<file path="config.mk">
export PLATFORM = sky130hd
export DESIGN_NAME = register16
export DESIGN_NICKNAME = d
export VERILOG_FILES = /design/src/rtl/reg16_pkg.sv /design/src/rtl/reg16_read_port.sv /design/src/rtl/register16.sv
export SDC_FILE = /design/constraint.sdc
export NUM_CORES = 1
export LEC_CHECK = 0
export BUFFER_PORTS_ARGS = -buffer_cell sky130_fd_sc_hd__buf_2
export CORE_UTILIZATION = 45
export CTS_CLUSTER_SIZE = 12
export DETAILED_ROUTE_END_ITERATION = 10
export GPL_ROUTABILITY_DRIVEN = 0
export PLACE_DENSITY_LB_ADDON = 0.25
export SETUP_SLACK_MARGIN = 0.1
export SLEW_MARGIN = 20
export SYNTH_ARGS = -nofsm -noshare
export SYNTH_HDL_FRONTEND = slang
export SYNTH_HIERARCHICAL = 1
export SYNTH_SLANG_ARGS = --single-unit
export TNS_END_PERCENT = 50
</file>
<file path="constraint.sdc">
create_clock -name clk -period 9 [get_ports clk]
set_input_delay 0.45 -clock clk [delete_from_list [all_inputs] [get_ports clk]]
set_output_delay 0.45 -clock clk [all_outputs]
set_load 0.02 [all_outputs]
</file>
<file path="src/rtl/reg16_pkg.sv">
// Shared sizing constants and types for the 16-entry register file.
package reg16_pkg;

  localparam int DATA_W   = 16;
  localparam int ADDR_W   = 4;
  localparam int NUM_REGS = 2 ** ADDR_W;

  typedef logic [DATA_W-1:0] reg_data_t;
  typedef logic [ADDR_W-1:0] reg_addr_t;

endpackage

</file>
<file path="src/rtl/reg16_read_port.sv">
// One combinational read port: selects a single entry out of the register
// array by address. Instantiated once per read port of the register file.
module reg16_read_port #(
  parameter int DATA_W = reg16_pkg::DATA_W,
  parameter int ADDR_W = reg16_pkg::ADDR_W
) (
  input  logic [DATA_W-1:0] i_regs [2**ADDR_W],
  input  logic [ADDR_W-1:0] i_addr,
  output logic [DATA_W-1:0] o_data
);

  // Plain array index: zero latency, every address is a real entry.
  always_comb begin
    o_data = i_regs[i_addr];
  end

endmodule

</file>
<file path="src/rtl/register16.sv">
// Two-read, one-write register file with 2**ADDR_W entries.
// Reads are combinational with no write bypass; writes land on the rising
// clock edge; reset clears every entry asynchronously.
// Optional build macro REG16_ZERO_REG_EN turns entry 0 into a constant zero
// (writes to it are dropped and reads of it return 0).
module register16 #(
  parameter int DATA_W = reg16_pkg::DATA_W,
  parameter int ADDR_W = reg16_pkg::ADDR_W
) (
  input  logic              clk,
  input  logic              rst,
  input  logic [ADDR_W-1:0] rsAddr,
  input  logic [ADDR_W-1:0] rtAddr,
  input  logic [ADDR_W-1:0] rwAddr,
  input  logic [DATA_W-1:0] wData,
  input  logic              wEn,
  output logic [DATA_W-1:0] rs,
  output logic [DATA_W-1:0] rt
);

  import reg16_pkg::*;

  localparam int NUM_ENTRIES = 2 ** ADDR_W;

  // Storage keeps the plain name "data" so benches can reach it by hierarchy.
  logic [DATA_W-1:0] data [NUM_ENTRIES];

  logic              w_wrAllowed;
  logic [DATA_W-1:0] w_rsMux;
  logic [DATA_W-1:0] w_rtMux;

`ifdef REG16_ZERO_REG_EN
  // Entry 0 is hardwired, so a write aimed at it is simply dropped.
  assign w_wrAllowed = wEn && (rwAddr != '0);
`else
  assign w_wrAllowed = wEn;
`endif

  // Storage update: async clear wins over any write; otherwise one entry takes wData.
  always_ff @(posedge clk or posedge rst) begin
    if (rst) begin
      for (int i = 0; i < NUM_ENTRIES; i++) begin
        data[i] <= '0;
      end
    end else if (w_wrAllowed) begin
      data[rwAddr] <= wData;
    end
  end

  reg16_read_port #(
    .DATA_W (DATA_W),
    .ADDR_W (ADDR_W)
  ) u_rsPort (
    .i_regs (data),
    .i_addr (rsAddr),
    .o_data (w_rsMux)
  );

  reg16_read_port #(
    .DATA_W (DATA_W),
    .ADDR_W (ADDR_W)
  ) u_rtPort (
    .i_regs (data),
    .i_addr (rtAddr),
    .o_data (w_rtMux)
  );

`ifdef REG16_ZERO_REG_EN
  // Force address 0 to read as zero even if the array was preloaded there.
  assign rs = (rsAddr == '0) ? '0 : w_rsMux;
  assign rt = (rtAddr == '0) ? '0 : w_rtMux;
`else
  assign rs = w_rsMux;
  assign rt = w_rtMux;
`endif

endmodule

</file>
Yosys cells after proc, flatten, opt, wreduce, memory -nomap -nowiden
Cells that the tools add are included.
Widths: inputs -> output; s select.

storage, ports and cells
  bits in registers = 256
  output and inout bits = 32

operators by class
  muxes and demuxes = 9
  reductions and logical operators = 1
  magnitude comparators = 4
  bitwise gates (word level) = 3

operators by type and width
  operator            count
  $bwmux 256          1
  $bmux 16 s4         2
  $mux 16             5
  $demux 16 s4        1
  $ge 5x5->1 const B  3
  $not 4->5           3
  $lt 5x1->1 const B  1
  $logic_and 1x1->1   1

Longest topological paths before layout
Gate-level depths: netlist of run 1.

  word-level depth = 6
  mapped depth = 5

By module
Netlist of run 1, hierarchy kept.

by module, submodules not included
  module           sequential area each (um^2)  times used  area each (um^2)  cells an instance
  register16       6406.1                       1           9590.4            575
  reg16_read_port  0.0                          2           1933.1            137

Least setup slack after synthesis of run 1
Ideal clock, no wire load.

  kind = in2out
  start point = input rsAddr[0]
  end point = output rs[4]
  data required time = 8.550 ns
  arrival = 1.635 ns
  stages = 5
  setup slack = 6.915 ns
  cells stage by stage = buf_6 buf_6 mux4_1 a22oi_1 nand2_1

on the way
  cells in the longest elaborated chain, start to end = 4

RTL lines
  element                                      RTL line               text
  start, declared                              register16.sv:12       input logic [ADDR_W-1:0] rsAddr,
  $not 4->5 (not written as such)              reg16_read_port.sv:14  o_data = i_regs[i_addr];
  $bmux 16 s4                                  reg16_read_port.sv:14
  $mux 16 (not written as such) (2 in series)  reg16_read_port.sv:14
  end, declared                                register16.sv:17       output logic [DATA_W-1:0] rs,

No other way between the ends. The select of a mux whose other input is x is not followed.

Worst setup path in the final report of run 1
  start point = input rtAddr[0]
  end point = output rt[4]

on the way
  cells in the longest elaborated chain, start to end = 4

RTL lines
  element                                      RTL line               text
  start, declared                              register16.sv:13       input logic [ADDR_W-1:0] rtAddr,
  $not 4->5 (not written as such)              reg16_read_port.sv:14
  $bmux 16 s4                                  reg16_read_port.sv:14
  $mux 16 (not written as such) (2 in series)  reg16_read_port.sv:14
  end, declared                                register16.sv:18       output logic [DATA_W-1:0] rt

No other way between the ends. The select of a mux whose other input is x is not followed.

==> reports/qor.csv, run 1 <==
metric,value,unit
die_area,30600,sq um
cp-start-kind,primary input,
via_per_inst,6.34,
core-area,29100,sq um
grt_max_degree,120,
clock_sink_count,256,
io_buffers,62,
die_h,175,um
outcome,"complete, no violations",
synth_fa_ha_area_frac,0,
required,8550,ps
clock_skew,0,ps
ios,63,
crit_top_cell,buf_4,
htreeDepth,1,
fin_nets,920,
power_density,235,nW/um^2
regMostFlops,data,
drtPass1Iterations,5,
hold_path.class,in2async,
drc_errors,0,
end_kind,output pin,
ctsRootBufferMaster,clkbuf_16,
place_area,14100,sq um
avgRoutedWirePerCell,27.4,um
synthSimpleGateAreaFrac,0.0218,
fillerInstances,2449,
cp_max_fo,48,
synth_area_leaders,"dfrtp_1 (48%), mux2_2 (19%), mux4_2 (18%)",
grt.overflow.total,0,
max_freq,304,MHz
grt_pass1_vias,8508,
maxSlewHeadroom,0.284,
area_growth,11.5,%
path_cells,"buf_4, buf_4, mux4_1, a22oi_1, nand2_1, buf_2",
routed_wl,35.3,mm
maxCapViolCount,0,
reg.largest.list,data (256),
cts_tree,yes,
yosysWarnings,6,
synth_top_family_by_area,multiplexers,
vias,8176,
clkTransAtPathRegs,60,ps
drive_above_1_share,0.528,
grt_usage,0.241,
synth-compound-area-share,0.0357,
multi_input_area,6670,sq um
cp_slowest_stage_delay,830,ps
grt_pass1_wl,54.2,mm
synth_top_area_frac,0.476,
clock_path_buffers,3,
ff_latch_area,6410,sq um
cts_buffers,28,
syn-cell-area,13500,sq um
cts-resized-gates,0,
rsz0062_at_grt,no,
final_area,15000,sq um
peakVddDrop,138,uV
ant_nets,0,
p_leak,6.33,nW
tightest_slew,1070,ps
die_w,175,um
timing.final.crit_share,0.366,
initial_core_util,0.463,
cts_hold_buf,0,
setup_tns,0,ps
ys_types,20,
crit_family,buffers and inverters,
min_period,3290,ps
insertion_delay,530,ps
hold_violations,0,
synthMuxAreaShare,0.434,
worstSetupPathType,in2out,
ys_ff_latch,256,
dr.first_iter.drc_count,616,
synth_xor_area_frac,0,
postSynthAreaPerCell,15.9,sq um
crit_arrival,2840,ps
yosys.area.top_type,dfrtp_1,
dp_hpwl,20.1,mm
setup_viol,0,
synth_seq_area_share,0.476,
syn_inst,849,
regToRegStartpoint,data[185],
syn_nets,880,
reg2reg_slack,8180,ps
antenna_found_initial,5,
rows,62,
worstRegToRegCells,1,
path_buf_inv,3,
slew_viol_final,0,
critPathSlowestCell,buf_4,
r2r_end,data[185],
largest_reg_flops,256,
cts_setup_buffers,0,
[metrics by stage]
stage,setup WS [ps],utilization,hold slack (ps),power [mW],instances
2_1_floorplan,1510,-,471,2.22,849
3_3_place_gp,5710,0.484,484,2.40,1242
3_5_place_dp,5680,0.484,497,2.43,1242
4_1_cts,5670,0.515,122,3.56,1288
5_1_grt,5500,0.516,179,3.70,1289
6_report,5710,0.516,75.5,3.53,1290
[power by group]
group          switching, mW  total [mW]  internal, mW
sequential             0.182        1.60          1.42
clock                  0.447        1.12         0.673
combinational          0.320       0.809         0.489
total                  0.949        3.53          2.58
[synth_stat cells, drive strengths merged]
master and instances:
nor2b 5, buf 50, nor2 12, or3 3, mux4 128, nand2 34, a22oi 64, dfrtp 256
mux2 256, and2 2, inv 1, nor3b 1, nand3 1, nand3b 2, nand2b 4, clkbuf 30
[layout by cell type (no fill, tap or decap), types with 8 or more instances in the layout]
master and count:
buf_4 29, mux4_1 20, clkbuf_16 29, a22oi_1 64
mux2_2 225, mux4_2 108, dfrtp_1 256, mux2_1 31
nor2_2 8, clkbuf_1 9, nand2_1 34, buf_2 60
[layout make-up]
cell class                 count  share of cell area
clock inverter                 4             0.00467
timing repair buffer          90              0.0364
inverter                       1            0.000751
tap                          384              0.0320
antenna                        1            0.000167
sequential                   256               0.427
multi-input combinational    512               0.445
clock buffer                  42              0.0543
[cells by family after synthesis]
logic type | Yosys count
compound gates | 64
buf+inv | 81
mux | 384
flops | 256
simple gates | 64
[per-layer routing]
metal  GRT usage  share of wire  up-vias
li1            -              -     3428
met1       0.325           0.42     4463
met2       0.403           0.50      223
met3      0.0426          0.054       56
met4      0.0620          0.022        6
met5           0        0.00085        -
[worst max path at each step]
| stage | start | to | depth (start not counted) |
|---|---|---|---|
| 6_report | rtAddr[0] | rt[4] | 6 |
| 3_5_place_dp | rtAddr[0] | rt[6] | 6 |
| 3_3_place_gp | rtAddr[0] | rt[6] | 6 |
| 5_1_grt | rtAddr[0] | rt[6] | 6 |
| 4_1_cts | rtAddr[0] | rt[4] | 6 |
| 2_1_floorplan | rst | data[0] | 1 |
Power figures use the tool's default switching activity.
==> inputs of run 2 (changes only) <==
--- a/config.mk
+++ b/config.mk
@@ -5,6 +5,7 @@
 export SDC_FILE = /design/constraint.sdc
 export NUM_CORES = 1
 export LEC_CHECK = 0
+export ABC_AREA = 1
 export BUFFER_PORTS_ARGS = -buffer_cell sky130_fd_sc_hd__buf_2
 export CORE_UTILIZATION = 45
 export CTS_CLUSTER_SIZE = 12
==> constraint.sdc (replaced) <==
create_clock -name clk -period 3 [get_ports clk]
set_input_delay 0.15 -clock clk [delete_from_list [all_inputs] [get_ports clk]]
set_output_delay 0.15 -clock clk [all_outputs]
set_load 0.02 [all_outputs]
==> run 2 against run 1 <==
Against the previous run: routed wire length is 70% higher; utilization is 1.4 points lower; register-to-register slack worse by 5900 ps; setup slack worse by 4800 ps; flip-flop and latch count stayed put; power grew to 3.3 times the previous value; synthesized area is 25% higher; first-iteration DRC count grew to 3.1 times the previous value; critical endpoint is now rt[5]; clock power grew to 3.6 times the previous value; largest cell class unchanged; clock skew stayed put; global-route usage is 7.7 points higher.
==> reports/qor.csv, run 2 <==
metric,value,unit,change
cts_setup_buffers,0,,unchanged
synth_edf_count,0,,unchanged
setup_viol,0,,unchanged
vias,17200,,was 8176
drc_errors,0,,unchanged
maxCapViolCount,0,,unchanged
die_w,196,um,was 175 um
clkTransAtPathRegs,60,ps,about the same
slew_viol_final,0,,unchanged
synthMuxAreaShare,0,,was 0.434
hold_violations,0,,unchanged
syn_nets,2775,,was 880
syn_inst,2744,,was 849
reg2reg_slack,2240,ps,was 8180 ps
rows,70,,was 62
synth_top_family_by_area,simple AND/OR/NAND/NOR gates,,was multiplexers
dp_hpwl,36.3,mm,was 20.1 mm
cts_tree,yes,,unchanged
largest_reg_flops,256,,unchanged
ys_ff_latch,256,,unchanged
htreeDepth,1,,unchanged
grt_max_degree,138,,was 120
outcome,"complete, no violations",,unchanged
ios,63,,unchanged
grt_usage,0.318,,was 0.241
routed_wl,60.0,mm,was 35.3 mm
crit_arrival,1990,ps,was 2840 ps
synth_ff_type,dfrtp_1,,unchanged
fillerInstances,3666,,was 2449
required,2850,ps,was 8550 ps
final_cell_mix,"nand2_1 (1356), inv_1 (426), nand3_1 (391)",,"was dfrtp_1 (256), mux2_2 (225), mux4_2 (108)"
worstSetupPathType,in2out,,unchanged
synth_fa_ha_area_frac,0,,unchanged
finalCoreUtilization,0.501,,was 0.516
regMostFlops,data,,unchanged
dpl.cell_count,3133,,was 1242
drive_above_1_share,0.0674,,was 0.528
tightest_slew,1020,ps,was 1070 ps
max_freq,468,MHz,
synth_xor_area_frac,0,,unchanged
fin_nets,2737,,was 920
cp-start-kind,primary input,,unchanged
whs,4.02,ps,was 75.5 ps
grt.overflow.total,0,,unchanged
min_period,2140,ps,
fin_cells,3197,,was 1290
hold_path.class,in2reg,,was in2async
async_flop_share,1.00,,unchanged
synth_seq_area_share,0.380,,was 0.476
avgRoutedWirePerCell,18.8,um,was 27.4 um
initial_core_util,0.459,,was 0.463
peakVddDrop,519,uV,was 138 uV
end_kind,output pin,,unchanged
cts_buffers,31,,was 28
antenna_found_initial,0,,was 5
clock_sink_count,256,,unchanged
drtPass1Iterations,6,,was 5
synth_area_leaders,"dfrtp_1 (38%), nand2_1 (30%), nand3_1 (12%)",,"was dfrtp_1 (48%), mux2_2 (19%), mux4_2 (18%)"
synth-compound-area-share,0.0142,,was 0.0357
yosysWarnings,6,,unchanged
post-synth-top-count-cell,nand2_1,,was dfrtp_1
layout_commonest_cell,nand2_1,,was dfrtp_1
io_buffers,62,,unchanged
grt_pass1_wl,94.1,mm,was 54.2 mm
postSynthAreaPerCell,6.14,sq um,was 15.9 sq um
diodes,0,,was 1
clock_skew,0,ps,unchanged
area_growth,9.14,%,was 11.5%
rsz0062_at_grt,no,,unchanged
via_per_inst,5.38,,was 6.34
ctsRootBufferMaster,clkbuf_16,,unchanged
synth_top_area_frac,0.380,,was 0.476
yosys.area.top_type,dfrtp_1,,unchanged
p_leak,10.6,nW,was 6.33 nW
maxSlewHeadroom,0.319,,was 0.284
die_h,196,um,was 175 um
ys_types,17,,was 20
ant_nets,0,,unchanged
syn-cell-area,16900,sq um,was 13500 sq um
synth_top_cells_by_count,"nand2_1 (1356), inv_1 (427), nand3_1 (391), dfrtp_1 (256), buf_2 (71)",,"was dfrtp_1 (256), mux2_2 (225), mux4_2 (108), a22oi_1 (64)"
timing.final.crit_share,0.712,,
grt_pass1_vias,16600,,was 8508
synthSimpleGateAreaFrac,0.451,,was 0.0218
dr.first_iter.drc_count,1891,,was 616
power_density,634,nW/um^2,was 235 nW/um^2
core-area,36700,sq um,was 29100 sq um
insertion_delay,590,ps,was 530 ps
die_area,38200,sq um,was 30600 sq um
cp_max_fo,38,,was 48
clock_path_buffers,3,,unchanged
reg.largest.list,data (256),,unchanged
run 2: changes by cell type in the layout (fill, tap and decap cells not counted), sizes merged, moves of 128 or more:
cell / change
nand3: +396
nand2: +1322
mux4: -128
inv: +432
mux2: -256
run 2: worst paths after layout:
kind	cells past startpoint	from	to
setup reg to reg	3	data[100]	data[100]
max in group asynchronous	4	rst	data[178]
hold reg to reg	2	data[16]	data[16]
hold / removal	3	wData[1]	data[65]
setup / recovery	8	rtAddr[1]	rt[5]
min in group asynchronous	3	rst	data[13]
run 2: what timing repair did:
action                    4_1_cts  5_1_grt
hold endpoints to repair      309        0
hold buffers                    8        0
resized for setup               0        0
run 2: logic make-up after synthesis:
group | after synthesis
and+or+nand+nor | 1835
buffers and inverters | 621
DFF | 256
AOI/OAI and AO/OA | 32
run 2: worst max-delay path, stage by stage:
cell	delay, ps
buf_2	110
inv_2	560
buf_12	350
nand3_1	110
nand3_1	100
nand3_1	200
nand2_1	170
buf_2	180
run 2: routing by layer:
layer  up-vias  track usage  routed length [um]  part of all wire
met5         -            0                   0                 0
met4         0        0.157                3180             0.053
met3       203       0.0494                5660             0.094
met2       961        0.513               27000              0.45
met1      7886        0.416               24100              0.40
li1       8157            -                   -                 -
run 2: report_power, final:
part	total [mW]	switching (mW)	internal (mW)
Combinational	2.85	1.85	1.00
Clock	4.04	1.58	2.45
Sequential	4.78	0.602	4.18
run 2: layout make-up:
| type | instances | area [sq um] | area share |
|---|---|---|---|
| sequential | 256 | 6410 | 0.348 |
| clock buffer | 40 | 870 | 0.0473 |
| multi-input combinational | 1867 | 7850 | 0.426 |
| tap | 468 | 586 | 0.0318 |
| timing repair buffer | 117 | 848 | 0.0461 |
| clock inverter | 16 | 209 | 0.0114 |
| inverter | 433 | 1630 | 0.0888 |
run 2: per-stage QoR:
stage	setup TNS, ps	area, sq um	total power, mW	setup slack, ps
global route	0	18400	12.4	862
CTS	0	18400	11.7	956
global placement	0	17200	7.52	971
floorplan	-133540	16900	6.83	-522
detailed placement	0	17200	7.61	946
finish	0	18400	11.7	863
==> inputs of run 3 (changes only) <==
==> constraint.sdc (replaced) <==
create_clock -name clk -period 1.92 [get_ports clk]
set_input_delay 0.096 -clock clk [delete_from_list [all_inputs] [get_ports clk]]
set_output_delay 0.096 -clock clk [all_outputs]
set_load 0.02 [all_outputs]
==> run 3 against run 2 <==
Against the previous run: sequential power rose by 57%; utilization rose by 2.7 points; hold slack improved by 67 ps; sequential share of layout area fell by 1.8 points; final area rose by 5.3%; clock skew did not move; via count rose by 2.4%; cell count rose by 1.7%; combinational power rose by 65%; critical path depth fell by 1; critical path type is now reg2out; critical endpoint is now rt[0]; highest routed layer unchanged.
==> reports/qor.csv, run 3 (synthesized netlist as in run 2, its figures left out) <==
metric,value,unit,change
comb_power_share,0.248,,was 0.244
worstSetupPathType,reg2out,,was in2out
swShare,0.340,,was 0.346
drtPass1Iterations,7,,was 6
worstHoldPathCells,5,,was 3
drc_errors,0,,unchanged
area_growth,15.0,%,was 9.14%
end_kind,output pin,,unchanged
vias,17600,,was 17200
cp_max_fo,3,,was 38
hold_path.class,in2reg,,unchanged
regMostFlops,data,,unchanged
regToRegStartpoint,data[80],,was data[100]
cp-endpoint,rt[0],,was rt[5]
fin_cells,3252,,was 3197
grt_usage,0.324,,was 0.318
avgRoutedWirePerCell,18.7,um,was 18.8 um
die_w,196,um,unchanged
peakVddDrop,640,uV,was 519 uV
insertion_delay,570,ps,was 590 ps
power.switching,6.45,mW,was 4.03 mW
ios,63,,unchanged
cts_tree,yes,,unchanged
max_freq,547,MHz,
grt_pass1_wl,96.5,mm,was 94.1 mm
crit_arrival,1730,ps,was 1990 ps
cp-start-kind,flip-flop,,was primary input
die_h,196,um,unchanged
p_leak,11.0,nW,was 10.6 nW
maxCapViolCount,0,,unchanged
initial_core_util,0.459,,unchanged
drive_above_1_share,0.0973,,was 0.0674
io_buffers,62,,unchanged
cts_buffers,31,,unchanged
critPathSlowestCell,dfrtp_1,,was inv_2
required,1820,ps,was 2850 ps
hp-start,wEn,,was wData[1]
clock_path_buffers,3,,unchanged
clkTransAtPathRegs,60,ps,about the same
clock_skew,0,ps,unchanged
pwr-share-seq,0.396,,was 0.410
ant_nets,0,,unchanged
path_cells,"nand2_1, nand2_1, nand2_1, nand3_1, nand3_2, nand2_1, buf_4",,"was buf_2, inv_2, buf_12, nand3_1, nand3_1, nand3_1, nand2_1, buf_2"
core-area,36700,sq um,unchanged
diodes,0,,unchanged
grt_pass1_vias,17500,,was 16600
ctsRootBufferMaster,clkbuf_16,,unchanged
htreeDepth,1,,unchanged
cp_slowest_stage_delay,410,ps,was 560 ps
internal_power,12.5,mW,was 7.63 mW
via_per_inst,5.42,,was 5.38
outcome,"complete, no violations",,unchanged
final_area,19400,sq um,was 18400 sq um
dp_hpwl,37.7,mm,was 36.3 mm
crit_top_cell,nand2_1,,was nand3_1
reg.largest.list,data (256),,unchanged
startpoint,data[80],,was rtAddr[1]
dr.first_iter.drc_count,1755,,was 1891
worstRegToRegCells,4,,was 3
fin_nets,2791,,was 2737
slew_viol_final,0,,unchanged
place_area,17700,sq um,was 17200 sq um
grt.overflow.total,0,,unchanged
routed_wl,60.8,mm,was 60.0 mm
dpl.cell_count,3170,,was 3133
r2r_end,data[80],,was data[100]
min_period,1830,ps,
setup_viol,0,,unchanged
final_cell_mix,"nand2_1 (1350), inv_1 (426), nand3_1 (352)",,"was nand2_1 (1356), inv_1 (426), nand3_1 (391)"
power_frac_clock,0.356,,was 0.346
grt_max_degree,76,,was 138
rows,70,,unchanged
tightest_slew,570,ps,was 1020 ps
layout_commonest_cell,nand2_1,,unchanged
maxSlewHeadroom,0.620,,was 0.319
die_area,38200,sq um,unchanged
reg2reg_slack,1040,ps,was 2240 ps
clock_sink_count,256,,unchanged
rsz0062_at_grt,yes,,was no
antenna_found_initial,0,,unchanged
power_density,978,nW/um^2,was 634 nW/um^2
largest_reg_flops,256,,unchanged
hold_violations,0,,unchanged
timing.final.crit_share,0.952,,
run 3: routing by layer:
metal / vias up / global-route usage / share of wire
met5: - / 0 / 0
met1: 8204 / 0.422 / 0.40
met4: 0 / 0.168 / 0.054
li1: 8252 / - / -
met2: 944 / 0.524 / 0.46
met3: 217 / 0.0491 / 0.090
run 3: worst min path at each step:
stage                           end
after floorplan           data[109]
after global placement    data[127]
after detailed placement  data[126]
after CTS                  data[92]
after global routing       data[95]
final                      data[93]
run 3: power groups by stage:
stage	registers [mW]	logic, mW	clock network, mW
global route	7.65	5.39	7.00
CTS	7.49	4.55	6.81
finish	7.50	4.71	6.75
floorplan	7.27	3.40	0
global placement	7.54	4.35	0
detailed placement	7.56	4.47	0
run 3: critical path, delay by kind of cell (launching register included):
kind                   cells  cell delay, ps
and+or+nand+nor            6             580
buffers and inverters      1             150
DFF                        1             410
run 3: stage by stage:
step	utilization	total power, mW	setup TNS, ps	worst slack [ps]	hold WS (ps)
after global placement	0.483	11.9	0	347	170
final	0.528	19.0	0	92.8	71.0
after global routing	0.528	20.0	0	59.4	103
after detailed placement	0.483	12.0	0	377	169
after floorplan	-	10.7	-396190	-1550	375
after CTS	0.522	18.9	0	73.8	50.6
run 3: final cells by class:
cell class                 count  area, sq um
fill                        3629        17300
multi-input combinational   1867         8060
sequential                   256         6410
inverter                     433         1630
timing repair buffer         171         1530
clock buffer                  39          866
tap                          468          586
clock inverter                18          295
run 3: repair_timing:
| item | CTS | global route |
|---|---|---|
| endpoints found under the hold margin | 347 | 0 |
| hold buffers | 21 | 0 |
| cloned | 0 | 0 |
| pin swaps | 0 | 15 |
| buffers inserted | 0 | 4 |
| resized for setup | 16 | 47 |
| endpoints found under the setup margin | 21 | 32 |
